[config.mk]
export PLATFORM = sky130hd
export DESIGN_NAME = mem_port_arbiter_flat
export DESIGN_NICKNAME = d
export VERILOG_FILES = /design/src/rtl/mem_port_arbiter_pkg.sv /design/src/rtl/mem_port_arbiter_if.sv /design/src/rtl/mem_port_arbiter_arb2_rr.sv /design/src/rtl/mem_port_arbiter.sv /design/src/flat_wrapper.sv
export SDC_FILE = /design/constraint.sdc
export NUM_CORES = 1
export LEC_CHECK = 0
export BUFFER_PORTS_ARGS = -buffer_cell sky130_fd_sc_hd__buf_2
export CAP_MARGIN = 20
export CORE_AREA = 2 2 116 118
export DETAILED_ROUTE_END_ITERATION = 10
export DIE_AREA = 0 0 118 120
export GPL_TIMING_DRIVEN = 0
export PLACE_DENSITY = 0.48
export SLEW_MARGIN = 20
export SYNTH_ARGS = -nofsm -noshare
export SYNTH_HDL_FRONTEND = slang
export SYNTH_HIERARCHICAL = 1
export SYNTH_SLANG_ARGS = --single-unit
[constraint.sdc]
create_clock -name clk -period 5.1 [get_ports clk]
set_input_delay 0.255 -clock clk [delete_from_list [all_inputs] [get_ports clk]]
set_output_delay 0.255 -clock clk [all_outputs]
set_load 0.05 [all_outputs]
[src/rtl/mem_port_arbiter_pkg.sv]
// mem_port_arbiter_pkg: shared master encodings, default widths and counter sizing helper
package mem_port_arbiter_pkg;
    typedef enum logic {MST_M0 = 1'b0, MST_M1 = 1'b1} mst_e;
    localparam int ADDR_W_DEF    = 32;
    localparam int DATA_W_DEF    = 32;
    localparam int BURST_MAX_DEF = 4;
    function automatic int cnt_w(input int burst);
        return $clog2(burst + 1);
    endfunction
endpackage

[src/rtl/mem_port_arbiter_if.sv]
// mem_port_arbiter_if: requester bus (req/we/addr/wdata -> gnt/rvalid/rdata) and RAM-side bus (en/we/addr/wdata -> rdata)
interface mem_port_arbiter_if
    import mem_port_arbiter_pkg::*;
#(
    parameter int ADDR_W = ADDR_W_DEF,
    parameter int DATA_W = DATA_W_DEF
) ();
    logic              req;
    logic              we;
    logic [ADDR_W-1:0] addr;
    logic [DATA_W-1:0] wdata;
    logic              gnt;
    logic              rvalid;
    logic [DATA_W-1:0] rdata;
    modport master (output req, we, addr, wdata, input gnt, rvalid, rdata);
    modport slave  (input req, we, addr, wdata, output gnt, rvalid, rdata);
endinterface

interface mem_port_arbiter_mem_if
    import mem_port_arbiter_pkg::*;
#(
    parameter int ADDR_W = ADDR_W_DEF,
    parameter int DATA_W = DATA_W_DEF
) ();
    logic              en;
    logic              we;
    logic [ADDR_W-1:0] addr;
    logic [DATA_W-1:0] wdata;
    logic [DATA_W-1:0] rdata;
    modport master (output en, we, addr, wdata, input rdata);
    modport slave  (input en, we, addr, wdata, output rdata);
endinterface

[src/rtl/mem_port_arbiter_arb2_rr.sv]
// mem_port_arbiter_arb2_rr: two-way burst-bounded round-robin arbiter; ports clk, rst, i_req[1:0] -> o_gnt[1:0] one-hot
module mem_port_arbiter_arb2_rr
    import mem_port_arbiter_pkg::*;
#(
    parameter int BURST_MAX = BURST_MAX_DEF
) (
    input  logic       clk,
    input  logic       rst,
    input  logic [1:0] i_req,
    output logic [1:0] o_gnt
);
    localparam int CW = cnt_w(BURST_MAX);
    mst_e          r_owner;
    logic [CW-1:0] r_cnt;
    logic          w_sat;
    logic          w_any;
    mst_e          w_win;
    assign w_sat = r_cnt >= CW'(BURST_MAX);
    assign w_any = |i_req & !rst;
    // Under contention the owner keeps the port until its streak saturates, then the other side wins.
    assign w_win = (&i_req) ? mst_e'(r_owner ^ w_sat) : mst_e'(i_req[1]);
    assign o_gnt = {w_any & (w_win == MST_M1), w_any & (w_win == MST_M0)};
    always_ff @(posedge clk) begin
        if (rst) begin
            r_owner <= MST_M0;
            r_cnt   <= '0;
        end else if (!w_any) begin
            r_cnt <= '0;
        end else if (w_win == r_owner) begin
            r_cnt <= w_sat ? r_cnt : r_cnt + 1'b1;
        end else begin
            r_owner <= w_win;
            r_cnt   <= CW'(1);
        end
    end
endmodule

[src/rtl/mem_port_arbiter.sv]
// mem_port_arbiter: shares one sync RAM between M0/M1; ports clk, rst, m0/m1 requester buses (slave), mem RAM bus (master)
module mem_port_arbiter
    import mem_port_arbiter_pkg::*;
#(
    parameter int ADDR_W    = ADDR_W_DEF,
    parameter int DATA_W    = DATA_W_DEF,
    parameter int BURST_MAX = BURST_MAX_DEF
) (
    input  logic                  clk,
    input  logic                  rst,
    mem_port_arbiter_if.slave     m0,
    mem_port_arbiter_if.slave     m1,
    mem_port_arbiter_mem_if.master mem
);
    logic [1:0]        w_gnt;
    logic              w_sel_we;
    logic [ADDR_W-1:0] w_addr;
    logic [DATA_W-1:0] w_wdata;
    logic              r_rd_pend;
    mst_e              r_rd_tag;
    mem_port_arbiter_arb2_rr #(.BURST_MAX(BURST_MAX)) u_arb (
        .clk   (clk),
        .rst   (rst),
        .i_req ({m1.req, m0.req}),
        .o_gnt (w_gnt)
    );
    // M0 is selected whenever M1 is not granted, so the RAM bus is stable when idle.
    assign w_sel_we  = w_gnt[1] ? m1.we    : m0.we;
    assign w_addr    = w_gnt[1] ? m1.addr  : m0.addr;
    assign w_wdata   = w_gnt[1] ? m1.wdata : m0.wdata;
    assign m0.gnt    = w_gnt[0];
    assign m1.gnt    = w_gnt[1];
    assign mem.en    = |w_gnt;
    assign mem.we    = w_sel_we & mem.en;
    assign mem.addr  = w_addr;
    assign mem.wdata = w_wdata;
    always_ff @(posedge clk) begin
        if (rst) begin
            r_rd_pend <= 1'b0;
            r_rd_tag  <= MST_M0;
        end else begin
            r_rd_pend <= mem.en & !w_sel_we;
            r_rd_tag  <= w_gnt[1] ? MST_M1 : MST_M0;
        end
    end
    // RAM data is not buffered; the rvalid is masked while rst is high so a read issued just before reset is dropped.
    assign m0.rvalid = r_rd_pend & !rst & (r_rd_tag == MST_M0);
    assign m1.rvalid = r_rd_pend & !rst & (r_rd_tag == MST_M1);
    assign m0.rdata  = mem.rdata;
    assign m1.rdata  = mem.rdata;
endmodule

[src/flat_wrapper.sv]
// flat-port wrapper written by rule: the top's interface ports become plain ports
module mem_port_arbiter_flat import mem_port_arbiter_pkg::*;
#(
    parameter int ADDR_W    = ADDR_W_DEF,
    parameter int DATA_W    = DATA_W_DEF,
    parameter int BURST_MAX = BURST_MAX_DEF
)
  (clk, rst, m0_req, m0_we, m0_addr, m0_wdata, m0_gnt, m0_rvalid, m0_rdata, m1_req, m1_we, m1_addr, m1_wdata, m1_gnt, m1_rvalid, m1_rdata, mem_en, mem_we, mem_addr, mem_wdata, mem_rdata);
  mem_port_arbiter_if #(.ADDR_W(ADDR_W), .DATA_W(DATA_W)) m0_i ();
  mem_port_arbiter_if #(.ADDR_W(ADDR_W), .DATA_W(DATA_W)) m1_i ();
  mem_port_arbiter_mem_if #(.ADDR_W(ADDR_W), .DATA_W(DATA_W)) mem_i ();
  input  logic clk;
  input  logic rst;
  input wire logic [$bits(m0_i.req)-1:0] m0_req;
  input wire logic [$bits(m0_i.we)-1:0] m0_we;
  input wire logic [$bits(m0_i.addr)-1:0] m0_addr;
  input wire logic [$bits(m0_i.wdata)-1:0] m0_wdata;
  output wire logic [$bits(m0_i.gnt)-1:0] m0_gnt;
  output wire logic [$bits(m0_i.rvalid)-1:0] m0_rvalid;
  output wire logic [$bits(m0_i.rdata)-1:0] m0_rdata;
  input wire logic [$bits(m1_i.req)-1:0] m1_req;
  input wire logic [$bits(m1_i.we)-1:0] m1_we;
  input wire logic [$bits(m1_i.addr)-1:0] m1_addr;
  input wire logic [$bits(m1_i.wdata)-1:0] m1_wdata;
  output wire logic [$bits(m1_i.gnt)-1:0] m1_gnt;
  output wire logic [$bits(m1_i.rvalid)-1:0] m1_rvalid;
  output wire logic [$bits(m1_i.rdata)-1:0] m1_rdata;
  output wire logic [$bits(mem_i.en)-1:0] mem_en;
  output wire logic [$bits(mem_i.we)-1:0] mem_we;
  output wire logic [$bits(mem_i.addr)-1:0] mem_addr;
  output wire logic [$bits(mem_i.wdata)-1:0] mem_wdata;
  input wire logic [$bits(mem_i.rdata)-1:0] mem_rdata;
  assign m0_i.req = m0_req;
  assign m0_i.we = m0_we;
  assign m0_i.addr = m0_addr;
  assign m0_i.wdata = m0_wdata;
  assign m0_gnt = m0_i.gnt;
  assign m0_rvalid = m0_i.rvalid;
  assign m0_rdata = m0_i.rdata;
  assign m1_i.req = m1_req;
  assign m1_i.we = m1_we;
  assign m1_i.addr = m1_addr;
  assign m1_i.wdata = m1_wdata;
  assign m1_gnt = m1_i.gnt;
  assign m1_rvalid = m1_i.rvalid;
  assign m1_rdata = m1_i.rdata;
  assign mem_en = mem_i.en;
  assign mem_we = mem_i.we;
  assign mem_addr = mem_i.addr;
  assign mem_wdata = mem_i.wdata;
  assign mem_i.rdata = mem_rdata;
  mem_port_arbiter #(.ADDR_W(ADDR_W), .DATA_W(DATA_W), .BURST_MAX(BURST_MAX)) u_core (.clk(clk), .rst(rst), .m0(m0_i), .m1(m1_i), .mem(mem_i));
endmodule
==> reports/results.tsv <==
stage	metric	value	unit
min_path	whs_endpoint	u_core/r_rd_pend	
detailed_routing	ant_nets	0	
critical_path	crit_fanout	10	
min_path	min_path_type	in -> reg	
synthesis	synth_compound_area_share	3.25	%
grt	gr-total-overflow	0	
detailed_routing	dr.pass1.iters	4	
pwr	ir_worst_vdd	80.8	µV
cells_and_area	fill_cells	1436	
clocking	ctsHoldBuffers	0	
synthesis	async_reset_ff_share	0	%
detailed_routing	wl_met2	3590	µm
placed_design	placed_area	3170	µm²
critical_path	r2r_end	u_core/r_rd_tag	
cells_and_area	stdcell_count	623	
synthesis	synth_top_cell_by_area	mux2_2	
cells_and_area	layout_commonest_cell	buf_2	
clocking	numCtsBuffers	3	
floorplanning	chipHeight	120	µm
sta	worst_slew_pin_slew	409	ps
flow_run	cap_violations	0	
cells_and_area	synthToLayoutAreaGrowth	101	%
clocking	clock_latency	230	ps
min_path	hp-start	m1_we	
critical_path	cp.required	4850	ps
synthesis	yosysWarningCount	6	
placed_design	post-place-ws	2710	ps
synthesis	yosysSeqAreaShare	7.42	%
detailed_routing	routed-wl-met3	518	µm
floorplanning	start_util	12.5	%
synthesis	synth_top_family_by_area	multiplexers	
cells_and_area	most-common-layout-cells	buf_2, mux2_2, buf_4	
synthesis	synth-simple-area-share	6.57	%
critical_path	r2r_cells	7	
sta	fin_crit_sh	51.4	%
sta	fmax	382	MHz
clocking	htree_levels	1	
synthesis	yosysTopAreaCellShare	44.5	%
status	status	completed	
clocking	cts_root_buf	clkbuf_16	
critical_path	crit_start	u_core/u_arb/r_cnt[2]	
sta	tns	0	ps
synthesis	syn_inst	177	
grt	grt_pass1_vias	2202	
grt	grt_pass1_wl	10200	µm
floorplanning	core	13000	µm²
synthesis	synth_area	1620	µm²
synthesis	synth_fa_ha_area_share	1.55	%
sta	timing.final.ws_setup	2480	ps
min_path	whs_path_depth	3	
clocking	clock_sinks	6	
floorplanning	dieArea	14200	µm²
floorplanning	io_pins	300	
critical_path	critical_path_class	reg -> out	
detailed_routing	maxUsedRoutingLayer	met4	
placed_design	place.port_buffers	267	
sta	drv_slew	0	
clocking	clk_pin_slew	30	ps
sta	fin_crit	2620	ps
grt	grt_max_degree	11	
clocking	cts_tree	yes	
clocking	post-cts-setup-buffers	0	
critical_path	start_kind	flip-flop	
critical_path	ff2ff_setup_slack	3400	ps
cells_and_area	antenna_cells	0	
synthesis	yosysUniqueCellTypes	26	
critical_path	end_kind	primary output	
grt	antenna_found_initial	0	
critical_path	worstPathArrival	2360	ps
sta	setup_viol	0	
placed_design	globalplace.congestion	0.787	
detailed_routing	totalWireLength	6700	µm
sta	rsz0062_at_grt	false	
synthesis	synth_xor_xnor_area_share	0.541	%
detailed_routing	m1WireLength	2540	µm
detailed_routing	dr.first_iter.drc_count	34	
floorplanning	die_w	118	µm
sta	fin_skew	1.29	ps
synthesis	yosys-top-cells-area	mux2_2, buf_4, dfxtp_1, buf_2, ha_1	
detailed_routing	drc	0	
detailed_routing	vias	2177	
sta	whs	306	ps
detailed_routing	post_drt_wl_per_cell	10.8	µm
grt	grt_use_total	8.54	%
sta	hold_viol	0	
synthesis	synth-edff-count	0	
synthesis	muxShareOfSynthArea	46.7	%
clocking	cts_resized	0	
cells_and_area	final_area	3250	µm²
detailed_routing	via_per_inst	3.49	
synthesis	syn_avg_cell_area	9.14	µm²
clocking	clk_path_buf_depth	2	
placed_design	placed_cells	620	
placed_design	hpwl	6160	µm
synthesis	synth_seq_cells	6	
synthesis	synth_ff_type	dfxtp_1	
cells_and_area	drive_gt1_share	91.9	%
pwr	leakagePower	1.83	nW
critical_path	r2r-start	u_core/u_arb/r_cnt[2]	
floorplanning	rows	42	
sta	worst_slew_margin_rel	72.6	%
cells_and_area	final_nets	617	
pwr	p_per_area	200	nW/µm²
synthesis	synth_nets	345	
stage by stage:
step	utilization (%)	power, mW
after floorplan	-	0.406
after global placement	24.5	0.522
after detailed placement	24.5	0.524
after CTS	25.0	0.657
after global routing	25.0	0.680
final	25.0	0.649
worst max-delay path by stage:
stage / endpoint / slack, ps / depth (start not counted)
after floorplan: mem_we / 1680 / 5
after global placement: mem_wdata[4] / 2680 / 8
after detailed placement: mem_wdata[4] / 2710 / 8
after CTS: mem_wdata[4] / 2440 / 8
after global routing: mem_wdata[4] / 2250 / 8
final: mem_wdata[4] / 2480 / 8
synth_stat cells (2+ instances only):
cell type / count
nor3b_1: 3
a21oi_1: 2
buf_2: 7
mux2i_1: 2
dfxtp_1: 6
mux2_2: 64
ha_1: 2
inv_1: 3
nor2_1: 2
nand2_1: 2
o21ai_0: 3
nor2b_1: 3
buf_6: 2
buf_4: 64
worst max-delay path: stages, from the launching register on:
cell     delay [ps]
dfxtp_1         290
buf_2           180
xor2_1          200
nor2_1           60
nor3b_1         320
buf_6           200
buf_2           270
mux2_2          390
buf_2           220
state kept, by name, summed over array words and instances, names as in the netlist:
signal	cells
u_core/r_rd_tag	1
u_core/u_arb/r_owner	1
u_core/u_arb/r_cnt	3
u_core/r_rd_pend	1
layout make-up:
class / count / area [µm²] / area share, %
inverters: 3 / 11.3 / 0.347
clock buffers: 3 / 75.1 / 2.31
repair buffers: 267 / 1340 / 41.1
flip-flops and latches: 6 / 120 / 3.70
plain buffers: 73 / 538 / 16.6
multi-input cells: 95 / 948 / 29.2
well taps: 176 / 220 / 6.78
power breakdown:
part / internal (mW) / switching (mW)
Clock: 0.101 / 0.0285
Sequential: 0.0496 / 0.00201
Combinational: 0.155 / 0.313
layer usage:
layer	global-route usage (%)	vias up
li1	-	1084
met5	0	-
met3	1.38	6
met4	1.88	0
met1	9.94	966
met2	16.3	121
cell families (layout without fill, tap and decap cells):
logic type               after synthesis  count (layout)
AND/OR/NAND/NOR                       17              17
XOR/XNOR                               1               1
adder cells (fa/ha/maj)                2               2
flip-flops                             6               6
buffers and inverters                 76             346
multiplexers                          67              67
AO/OA/AOI/OAI                          8               8
Power figures use the tool's default switching activity.
